<file path="config.mk">
export PLATFORM = sky130hd
export DESIGN_NAME = sonar_ping_sequencer_flat
export DESIGN_NICKNAME = d
export VERILOG_FILES = /design/src/rtl/sonar_pkg.sv /design/src/rtl/sonar_ping_sequencer_if.sv /design/src/rtl/sonar_tx_burst.sv /design/src/rtl/sonar_ping_sequencer.sv /design/src/flat_wrapper.sv
export SDC_FILE = /design/constraint.sdc
export NUM_CORES = 1
export LEC_CHECK = 0
export ABC_AREA = 1
export BUFFER_PORTS_ARGS = -buffer_cell sky130_fd_sc_hd__buf_2
export CORE_MARGIN = 4
export CORE_UTILIZATION = 56
export CTS_CLUSTER_SIZE = 28
export DETAILED_ROUTE_END_ITERATION = 8
export GPL_TIMING_DRIVEN = 0
export PLACE_DENSITY = 0.79
export SLEW_MARGIN = 10
export SYNTH_ARGS = -nofsm -noshare
export SYNTH_HDL_FRONTEND = slang
export SYNTH_HIERARCHICAL = 1
export SYNTH_SLANG_ARGS = --single-unit
</file>
<file path="constraint.sdc">
create_clock -name clk -period 2.5 [get_ports clk]
set_input_delay 0.5 -clock clk [delete_from_list [all_inputs] [get_ports clk]]
set_output_delay 0.5 -clock clk [all_outputs]
set_load 0.1 [all_outputs]
</file>
<file path="src/rtl/sonar_pkg.sv">
// Shared types and default timing for the sonar ping sequencer.
package sonar_pkg;

  typedef enum logic [2:0] {
    ST_IDLE    = 3'd0,
    ST_PING    = 3'd1,
    ST_BLANK   = 3'd2,
    ST_CAPTURE = 3'd3,
    ST_DONE    = 3'd4
  } state_t;

  localparam int CLK_HZ      = 24_000_000;
  localparam int TX_HZ       = 40_000;
  localparam int TX_HALF_DEF = CLK_HZ / (2 * TX_HZ);

  // Ping-pong scan step; returns {direction_up, next_angle}.
  function automatic logic [8:0] angle_step(input logic [7:0] a, input logic up,
                                            input logic [7:0] amax);
    logic [7:0] n;
    logic       u;
    if (up) begin
      n = a + 8'd1;
      u = (n != amax);
    end else begin
      n = a - 8'd1;
      u = (n == 8'd0);
    end
    return {u, n};
  endfunction

endpackage

</file>
<file path="src/rtl/sonar_ping_sequencer_if.sv">
// Front-end, frame buffer and consumer signals of the sonar ping sequencer.
interface sonar_ping_sequencer_if #(parameter int ADDR_W = 10);
  logic              enable;
  logic              adc_sample_clk;
  logic [7:0]        adc_sample;
  logic              tx_p;
  logic              tx_n;
  logic              buf_we;
  logic [ADDR_W-1:0] buf_addr;
  logic [7:0]        buf_data;
  logic              frame_ready;
  logic              frame_ack;
  logic [7:0]        angle;
  logic              busy;

  modport master (
    input  enable, adc_sample_clk, adc_sample, frame_ack,
    output tx_p, tx_n, buf_we, buf_addr, buf_data, frame_ready, angle, busy
  );

  modport slave (
    output enable, adc_sample_clk, adc_sample, frame_ack,
    input  tx_p, tx_n, buf_we, buf_addr, buf_data, frame_ready, angle, busy
  );
endinterface

</file>
<file path="src/rtl/sonar_tx_burst.sv">
// Differential transmit burst: 2*TX_CYCLES half-periods of TX_HALF clocks,
// tx_p high first, done pulses in the final burst cycle.
module sonar_tx_burst
  import sonar_pkg::*;
#(
  parameter int TX_HALF   = TX_HALF_DEF,
  parameter int TX_CYCLES = 8
) (
  input  logic clk,
  input  logic rst_n,
  input  logic i_start,
  output logic o_tx_p,
  output logic o_tx_n,
  output logic o_done
);

  localparam int HW = (TX_HALF > 1) ? $clog2(TX_HALF) : 1;
  localparam int PHASES = 2 * TX_CYCLES;
  localparam int PW = $clog2(PHASES);
  localparam logic [HW-1:0] HALF_LAST  = HW'(TX_HALF - 1);
  localparam logic [PW-1:0] PHASE_LAST = PW'(PHASES - 1);

  logic          r_active;
  logic [HW-1:0] r_half;
  logic [PW-1:0] r_phase;
  logic          r_tx_p;
  logic          r_tx_n;
  logic          w_half_end;

  assign w_half_end = (r_half == HALF_LAST);
  assign o_done     = r_active & w_half_end & (r_phase == PHASE_LAST);
  assign o_tx_p     = r_tx_p;
  assign o_tx_n     = r_tx_n;

  // Half-period and phase counters with the registered drive legs.
  always_ff @(posedge clk or negedge rst_n) begin
    if (!rst_n) begin
      r_active <= 1'b0;
      r_half   <= '0;
      r_phase  <= '0;
      r_tx_p   <= 1'b0;
      r_tx_n   <= 1'b0;
    end else if (i_start) begin
      r_active <= 1'b1;
      r_half   <= '0;
      r_phase  <= '0;
      r_tx_p   <= 1'b1;
      r_tx_n   <= 1'b0;
    end else if (r_active) begin
      if (w_half_end) begin
        r_half <= '0;
        if (r_phase == PHASE_LAST) begin
          r_active <= 1'b0;
          r_phase  <= '0;
          r_tx_p   <= 1'b0;
          r_tx_n   <= 1'b0;
        end else begin
          r_phase <= r_phase + PW'(1);
          r_tx_p  <= ~r_tx_p;
          r_tx_n  <= r_tx_p;
        end
      end else begin
        r_half <= r_half + HW'(1);
      end
    end
  end

endmodule

</file>
<file path="src/rtl/sonar_ping_sequencer.sv">
// One sonar measurement per scan step: burst, blank ring-down, capture
// samples to RAM, hand the frame over, then step the ping-pong scan angle.
module sonar_ping_sequencer
  import sonar_pkg::*;
#(
  parameter int TX_HALF       = TX_HALF_DEF,
  parameter int TX_CYCLES     = 8,
  parameter int BLANK_SAMPLES = 16,
  parameter int NUM_SAMPLES   = 1024,
  parameter int ADDR_W        = 10,
  parameter int ANGLE_MAX     = 180
) (
  input logic clk,
  input logic rst_n,
  sonar_ping_sequencer_if.master bus
);

  localparam int BW = (BLANK_SAMPLES > 1) ? $clog2(BLANK_SAMPLES) : 1;
  localparam logic [BW-1:0] BLANK_LAST = BW'((BLANK_SAMPLES > 0) ? BLANK_SAMPLES - 1 : 0);
  localparam logic [ADDR_W-1:0] IDX_LAST = ADDR_W'(NUM_SAMPLES - 1);

  state_t            r_state;
  state_t            w_state_nxt;
  logic              r_smp_prev;
  logic [BW-1:0]     r_blank_cnt;
  logic [ADDR_W-1:0] r_idx;
  logic [7:0]        r_angle;
  logic              r_dir_up;
  logic              w_edge;
  logic              w_start;
  logic              w_we;
  logic              w_ack;
  logic              w_tx_p;
  logic              w_tx_n;
  logic              w_tx_done;

  sonar_tx_burst #(
    .TX_HALF   (TX_HALF),
    .TX_CYCLES (TX_CYCLES)
  ) u_burst (
    .clk     (clk),
    .rst_n   (rst_n),
    .i_start (w_start),
    .o_tx_p  (w_tx_p),
    .o_tx_n  (w_tx_n),
    .o_done  (w_tx_done)
  );

  assign w_edge = bus.adc_sample_clk & ~r_smp_prev;

  // Next-state decode plus the one-cycle start/write/ack strobes.
  always_comb begin
    w_state_nxt = r_state;
    w_start     = 1'b0;
    w_we        = 1'b0;
    w_ack       = 1'b0;
    case (r_state)
      ST_IDLE: begin
        if (bus.enable) begin
          w_start     = 1'b1;
          w_state_nxt = ST_PING;
        end else begin
          w_state_nxt = ST_IDLE;
        end
      end
      ST_PING: begin
        if (w_tx_done) begin
          w_state_nxt = (BLANK_SAMPLES == 0) ? ST_CAPTURE : ST_BLANK;
        end else begin
          w_state_nxt = ST_PING;
        end
      end
      ST_BLANK: begin
        if (w_edge && (r_blank_cnt == BLANK_LAST)) begin
          w_state_nxt = ST_CAPTURE;
        end else begin
          w_state_nxt = ST_BLANK;
        end
      end
      ST_CAPTURE: begin
        w_we = w_edge;
        if (w_edge && (r_idx == IDX_LAST)) begin
          w_state_nxt = ST_DONE;
        end else begin
          w_state_nxt = ST_CAPTURE;
        end
      end
      ST_DONE: begin
        if (bus.frame_ack) begin
          w_ack       = 1'b1;
          w_state_nxt = ST_IDLE;
        end else begin
          w_state_nxt = ST_DONE;
        end
      end
      default: w_state_nxt = ST_IDLE;
    endcase
  end

  // State register.
  always_ff @(posedge clk or negedge rst_n) begin
    if (!rst_n) begin
      r_state <= ST_IDLE;
    end else begin
      r_state <= w_state_nxt;
    end
  end

  // Strobe history for rising-edge detection.
  always_ff @(posedge clk or negedge rst_n) begin
    if (!rst_n) begin
      r_smp_prev <= 1'b0;
    end else begin
      r_smp_prev <= bus.adc_sample_clk;
    end
  end

  // Discarded-edge counter; wraps to 0 on the edge that ends blanking.
  always_ff @(posedge clk or negedge rst_n) begin
    if (!rst_n) begin
      r_blank_cnt <= '0;
    end else if ((r_state == ST_BLANK) && w_edge) begin
      r_blank_cnt <= (r_blank_cnt == BLANK_LAST) ? '0 : r_blank_cnt + BW'(1);
    end else begin
      r_blank_cnt <= r_blank_cnt;
    end
  end

  // Sample index; back to 0 after the last write of a frame.
  always_ff @(posedge clk or negedge rst_n) begin
    if (!rst_n) begin
      r_idx <= '0;
    end else if (w_we) begin
      r_idx <= (r_idx == IDX_LAST) ? '0 : r_idx + ADDR_W'(1);
    end else begin
      r_idx <= r_idx;
    end
  end

  // Scan angle advances once per acknowledged frame.
  always_ff @(posedge clk or negedge rst_n) begin
    if (!rst_n) begin
      r_angle  <= 8'd0;
      r_dir_up <= 1'b1;
    end else if (w_ack) begin
      {r_dir_up, r_angle} <= angle_step(r_angle, r_dir_up, 8'(ANGLE_MAX));
    end else begin
      r_angle  <= r_angle;
      r_dir_up <= r_dir_up;
    end
  end

  assign bus.tx_p        = w_tx_p;
  assign bus.tx_n        = w_tx_n;
  assign bus.buf_we      = w_we;
  assign bus.buf_addr    = r_idx;
  assign bus.buf_data    = w_we ? bus.adc_sample : 8'h00;
  assign bus.frame_ready = (r_state == ST_DONE);
  assign bus.angle       = r_angle;
  assign bus.busy        = (r_state != ST_IDLE);

endmodule

</file>
<file path="src/flat_wrapper.sv">
// flat-port wrapper written by rule: the top's interface ports become plain ports
module sonar_ping_sequencer_flat import sonar_pkg::*;
#(
  parameter int TX_HALF       = TX_HALF_DEF,
  parameter int TX_CYCLES     = 8,
  parameter int BLANK_SAMPLES = 16,
  parameter int NUM_SAMPLES   = 1024,
  parameter int ADDR_W        = 10,
  parameter int ANGLE_MAX     = 180
)
  (clk, rst_n, bus_enable, bus_adc_sample_clk, bus_adc_sample, bus_frame_ack, bus_tx_p, bus_tx_n, bus_buf_we, bus_buf_addr, bus_buf_data, bus_frame_ready, bus_angle, bus_busy);
  sonar_ping_sequencer_if #(.ADDR_W(ADDR_W)) bus_i ();
  input logic clk;
  input logic rst_n;
  input wire logic [$bits(bus_i.enable)-1:0] bus_enable;
  input wire logic [$bits(bus_i.adc_sample_clk)-1:0] bus_adc_sample_clk;
  input wire logic [$bits(bus_i.adc_sample)-1:0] bus_adc_sample;
  input wire logic [$bits(bus_i.frame_ack)-1:0] bus_frame_ack;
  output wire logic [$bits(bus_i.tx_p)-1:0] bus_tx_p;
  output wire logic [$bits(bus_i.tx_n)-1:0] bus_tx_n;
  output wire logic [$bits(bus_i.buf_we)-1:0] bus_buf_we;
  output wire logic [$bits(bus_i.buf_addr)-1:0] bus_buf_addr;
  output wire logic [$bits(bus_i.buf_data)-1:0] bus_buf_data;
  output wire logic [$bits(bus_i.frame_ready)-1:0] bus_frame_ready;
  output wire logic [$bits(bus_i.angle)-1:0] bus_angle;
  output wire logic [$bits(bus_i.busy)-1:0] bus_busy;
  assign bus_i.enable = bus_enable;
  assign bus_i.adc_sample_clk = bus_adc_sample_clk;
  assign bus_i.adc_sample = bus_adc_sample;
  assign bus_i.frame_ack = bus_frame_ack;
  assign bus_tx_p = bus_i.tx_p;
  assign bus_tx_n = bus_i.tx_n;
  assign bus_buf_we = bus_i.buf_we;
  assign bus_buf_addr = bus_i.buf_addr;
  assign bus_buf_data = bus_i.buf_data;
  assign bus_frame_ready = bus_i.frame_ready;
  assign bus_angle = bus_i.angle;
  assign bus_busy = bus_i.busy;
  sonar_ping_sequencer #(.TX_HALF(TX_HALF), .TX_CYCLES(TX_CYCLES), .BLANK_SAMPLES(BLANK_SAMPLES), .NUM_SAMPLES(NUM_SAMPLES), .ADDR_W(ADDR_W), .ANGLE_MAX(ANGLE_MAX)) u_core (.clk(clk), .rst_n(rst_n), .bus(bus_i));
endmodule
</file>
==> qor.tcl <==
set qor(vias) 2391
set qor(regArea_um2) 1080
set qor(clock_tree_from_tritoncts) {yes}
set qor(synth_simple_gate_area_frac) 0.352
set qor(first_global_vias) 2190
set qor(layout.filler_cells) 381
set qor(tritoncts.num_buffers) 5
set qor(synth_top_family_by_area) {simple AND/OR/NAND/NOR gates}
set qor(grt_antenna_before_repair) 0
set qor(pin_count_of_the_biggest_net_entering_global_routing) 44
set qor(grt_pass1_wl_um) 9760
set qor(power_leakage_nw) 1.57
set qor(synth_top_cell_area_share) 0.400
set qor(final.min_clock_period_ps) 2340
set qor(io-pin-count) 44
set qor(drc) 0
set qor(placed_cells_incl_taps) 451
set qor(crit_path_required_time_ps) 2000
set qor(die-height_um) 76.5
set qor(nets) 426
set qor(synth_commonest_cells) {nand2_1, nor2_1, inv_1}
set qor(synthesis.yosys.warnings) 6
set qor(critical_path_peak_fanout) 10
set qor(detail_route.wl_per_cell_um) 12.1
set qor(synth.lib_cells_used.distinct) 33
set qor(die-width_um) 76.5
set qor(synthesis.instances) 356
set qor(grt_use_total) 0.201
set qor(wirelength_um) 5550
set qor(post_synth_mux_area_share) 0.00428
set qor(synth_seq_cells) 43
set qor(relSlewSlack) 0.386
set qor(layout.cells.non_filler) 459
set qor(postCtsResizedCells) 0
set qor(reg2reg_setup_slack_ps) 750
set qor(achievable-frequency_mhz) 427
set qor(crit_path_cell_trace) {inv_1, nand2_1, nor2_8, inv_2, nor2_2, buf_2}
set qor(design.core.area_um2) 4440
set qor(syn-cell-area_um2) 2630
set qor(antenna_nets_post_route) 0
set qor(tns_ps) 0
set qor(cts.path.max_buffers) 2
set qor(period_share) 0.936
set qor(rows) 24
set qor(detail_route.iter0.violations) 153
set qor(root_buffer) {clkbuf_8}
set qor(synth_adder_area_share) 0.0333
set qor(dieArea_um2) 5850
set qor(postSynth.asyncResetShare) 1.00
set qor(crit_path_start_kind) {register}
set qor(sequential_cell_area_fraction_in_the_yosys_report) 0.410
set qor(diodes) 0
set qor(hold_buffers) 0
set qor(cts.clk_slew.worst_paths_ps) 80
set qor(skew_ps) 5.69
set qor(firstDrtPassIters) 4
set qor(run_status) {completed}
set qor(worst_hold_path_type) {input port to register}
set qor(place_congestion) 0.883
set qor(synth-edff-count) 0
set qor(viasPerCell) 5.21
set qor(synth_top_area_cell) {dfrtp_1}
set qor(slowest_stage_cell_on_the_critical_path) {buf_2}
set qor(ys.flop_type) {dfrtp_1}
set qor(area.growth.synth_to_final_pct) 16.5
set qor(post-dp-hpwl_um) 4150
set qor(starting_density_of_the_core) 0.591
set qor(worst_hold_slack_ps) 317
set qor(postSynthNetCount) 376
set qor(maxCapViolCount) 0
set qor(layout.core_utilization) 0.689
set qor(global_route.overflow_total) 0
set qor(synthMostInstantiatedCell) {nand2_1}
set qor(worstSetupPathType) {register to output pin}
set qor(post_cts_buffers) 0
set qor(yosys-top-cells-area) {dfrtp_1, nand2_1, nor2_1}
set qor(cts.htree.levels) 2
set qor(numClockSinks) 43
set qor(power.density_cell_area_nw_per_um2) 828
set qor(critPathArrivalTime_ps) 1840
set qor(max_stage_delay_ps) 420
set qor(portBuffers) 43
set qor(yosys.area_share.xor_xnor) 0.0466
set qor(multi_input_area_um2) 1370
set qor(complex_gate_fraction_of_the_synthesized_area) 0.0766
set qor(setup_repair_after_global_routing_missed_its_margin) {false}
set qor(worst_voltage_drop_across_the_vdd_grid_v) 0.000778
set qor(clock_insertion_delay_at_the_later_pin_of_the_skew_report_ps) 300
set qor(setup-violations-final) 0
set qor(worst_slew_pin_slew_ps) 921
set qor(post_route_cells_drive_above_1_share) 0.211
set qor(placement.cell_area_um2) 2930
set qor(timing.critical_path.to_type) {output pin}
set qor(final-max-slew-violation-count) 0
set qor(finalHoldViolCount) 0
set qor(postLayoutCellArea_um2) 3060
set qor(synthesis.area_per_instance_um2) 7.38
## per-layer routing
| layer | GRT usage | vias up | wire length [um] |
|---|---|---|---|
| met5 | 0 | - | 0 |
| met4 | 0.0616 | 0 | 65 |
| met3 | 0.0473 | 10 | 257 |
| met2 | 0.343 | 58 | 2750 |
| met1 | 0.251 | 1093 | 2470 |
| li1 | - | 1230 | - |
## path summary, 6_finish.rpt
path	startpoint	end	cells past startpoint
hold reg to reg	u_core/u_burst/o_tx_n	u_core/u_burst/o_tx_n	2
hold / removal	bus_adc_sample_clk	u_core/r_smp_prev	1
setup reg to reg	u_core/bus.angle[0]	u_core/r_dir_up	10
setup / recovery	u_core/r_smp_prev	bus_buf_data[7]	6
max in group asynchronous	rst_n	u_core/u_burst/r_half[4]	1
min in group asynchronous	rst_n	u_core/bus.angle[5]	1
## power breakdown
group	switching, mW	internal (mW)	total [mW]
clock	0.242	0.399	0.641
sequential	0.135	0.829	0.964
combinational	0.705	0.226	0.931
total	1.08	1.45	2.54
## cell families after synthesis
kind of cell,Yosys count
flip-flops,43
multiplexers,1
AO/OA/AOI/OAI,37
adder cells (fa/ha/maj),7
XOR/XNOR,14
buffers and inverters,53
AND/OR/NAND/NOR,201
## metrics by stage
step                      total power [mW]  worst slack, ps
after floorplan                       1.73             -143
after global placement                1.89              296
after detailed placement              1.92              271
after CTS                             2.56              146
after global routing                  2.70             21.2
final                                 2.54              160
## worst max-delay path, delay by kind of cell (launching register included)
kind | cells | cell delay, ps
simple gates | 3 | 570
flops | 1 | 360
buf+inv | 3 | 600
## sequential cells by signal, indices dropped and copies added (netlist names)
signal                   flops
u_core/r_smp_prev            1
u_core/u_burst/r_half        9
u_core/u_burst/r_phase       4
u_core/r_blank_cnt           4
u_core/u_burst/r_active      1
u_core/u_burst/o_tx_p        1
u_core/bus.buf_addr         10
u_core/r_state               3
u_core/u_burst/o_tx_n        1
u_core/r_dir_up              1
u_core/bus.angle             8
## cells in the final DEF, fill, tap and decap left out
| master | count |
|---|---|
| a21oi_1 | 10 |
| and2_1 | 1 |
| buf_2 | 45 |
| bufinv_16 | 2 |
| clkbuf_1 | 1 |
| clkbuf_8 | 5 |
| dfrtp_1 | 42 |
| dfstp_2 | 1 |
| ha_1 | 7 |
| inv_1 | 44 |
| inv_2 | 6 |
| inv_4 | 1 |
| mux2_2 | 1 |
| nand2_1 | 92 |
| nand2_2 | 2 |
| nand2_4 | 2 |
| nand3_1 | 30 |
| nand3_2 | 1 |
| nand3_4 | 1 |
| nand3b_1 | 2 |
| nand4_1 | 7 |
| nor2_1 | 37 |
| nor2_2 | 15 |
| nor2_4 | 1 |
| nor2_8 | 1 |
| nor3_1 | 6 |
| nor3_2 | 2 |
| nor3b_1 | 1 |
| o211ai_1 | 1 |
| o21a_1 | 1 |
| o21ai_0 | 15 |
| o21ai_1 | 4 |
| o21bai_1 | 3 |
| o22ai_1 | 3 |
| xnor2_1 | 3 |
| xor2_1 | 11 |
## layout make-up
type                       count  area share
tap                           52      0.0213
clock inverter                 2      0.0196
timing repair buffer          43      0.0703
buffer                         2     0.00327
clock buffer                   6      0.0237
inverter                      51      0.0633
multi-input combinational    260       0.447
sequential                    43       0.352
(Power assumes the default switching activity.)
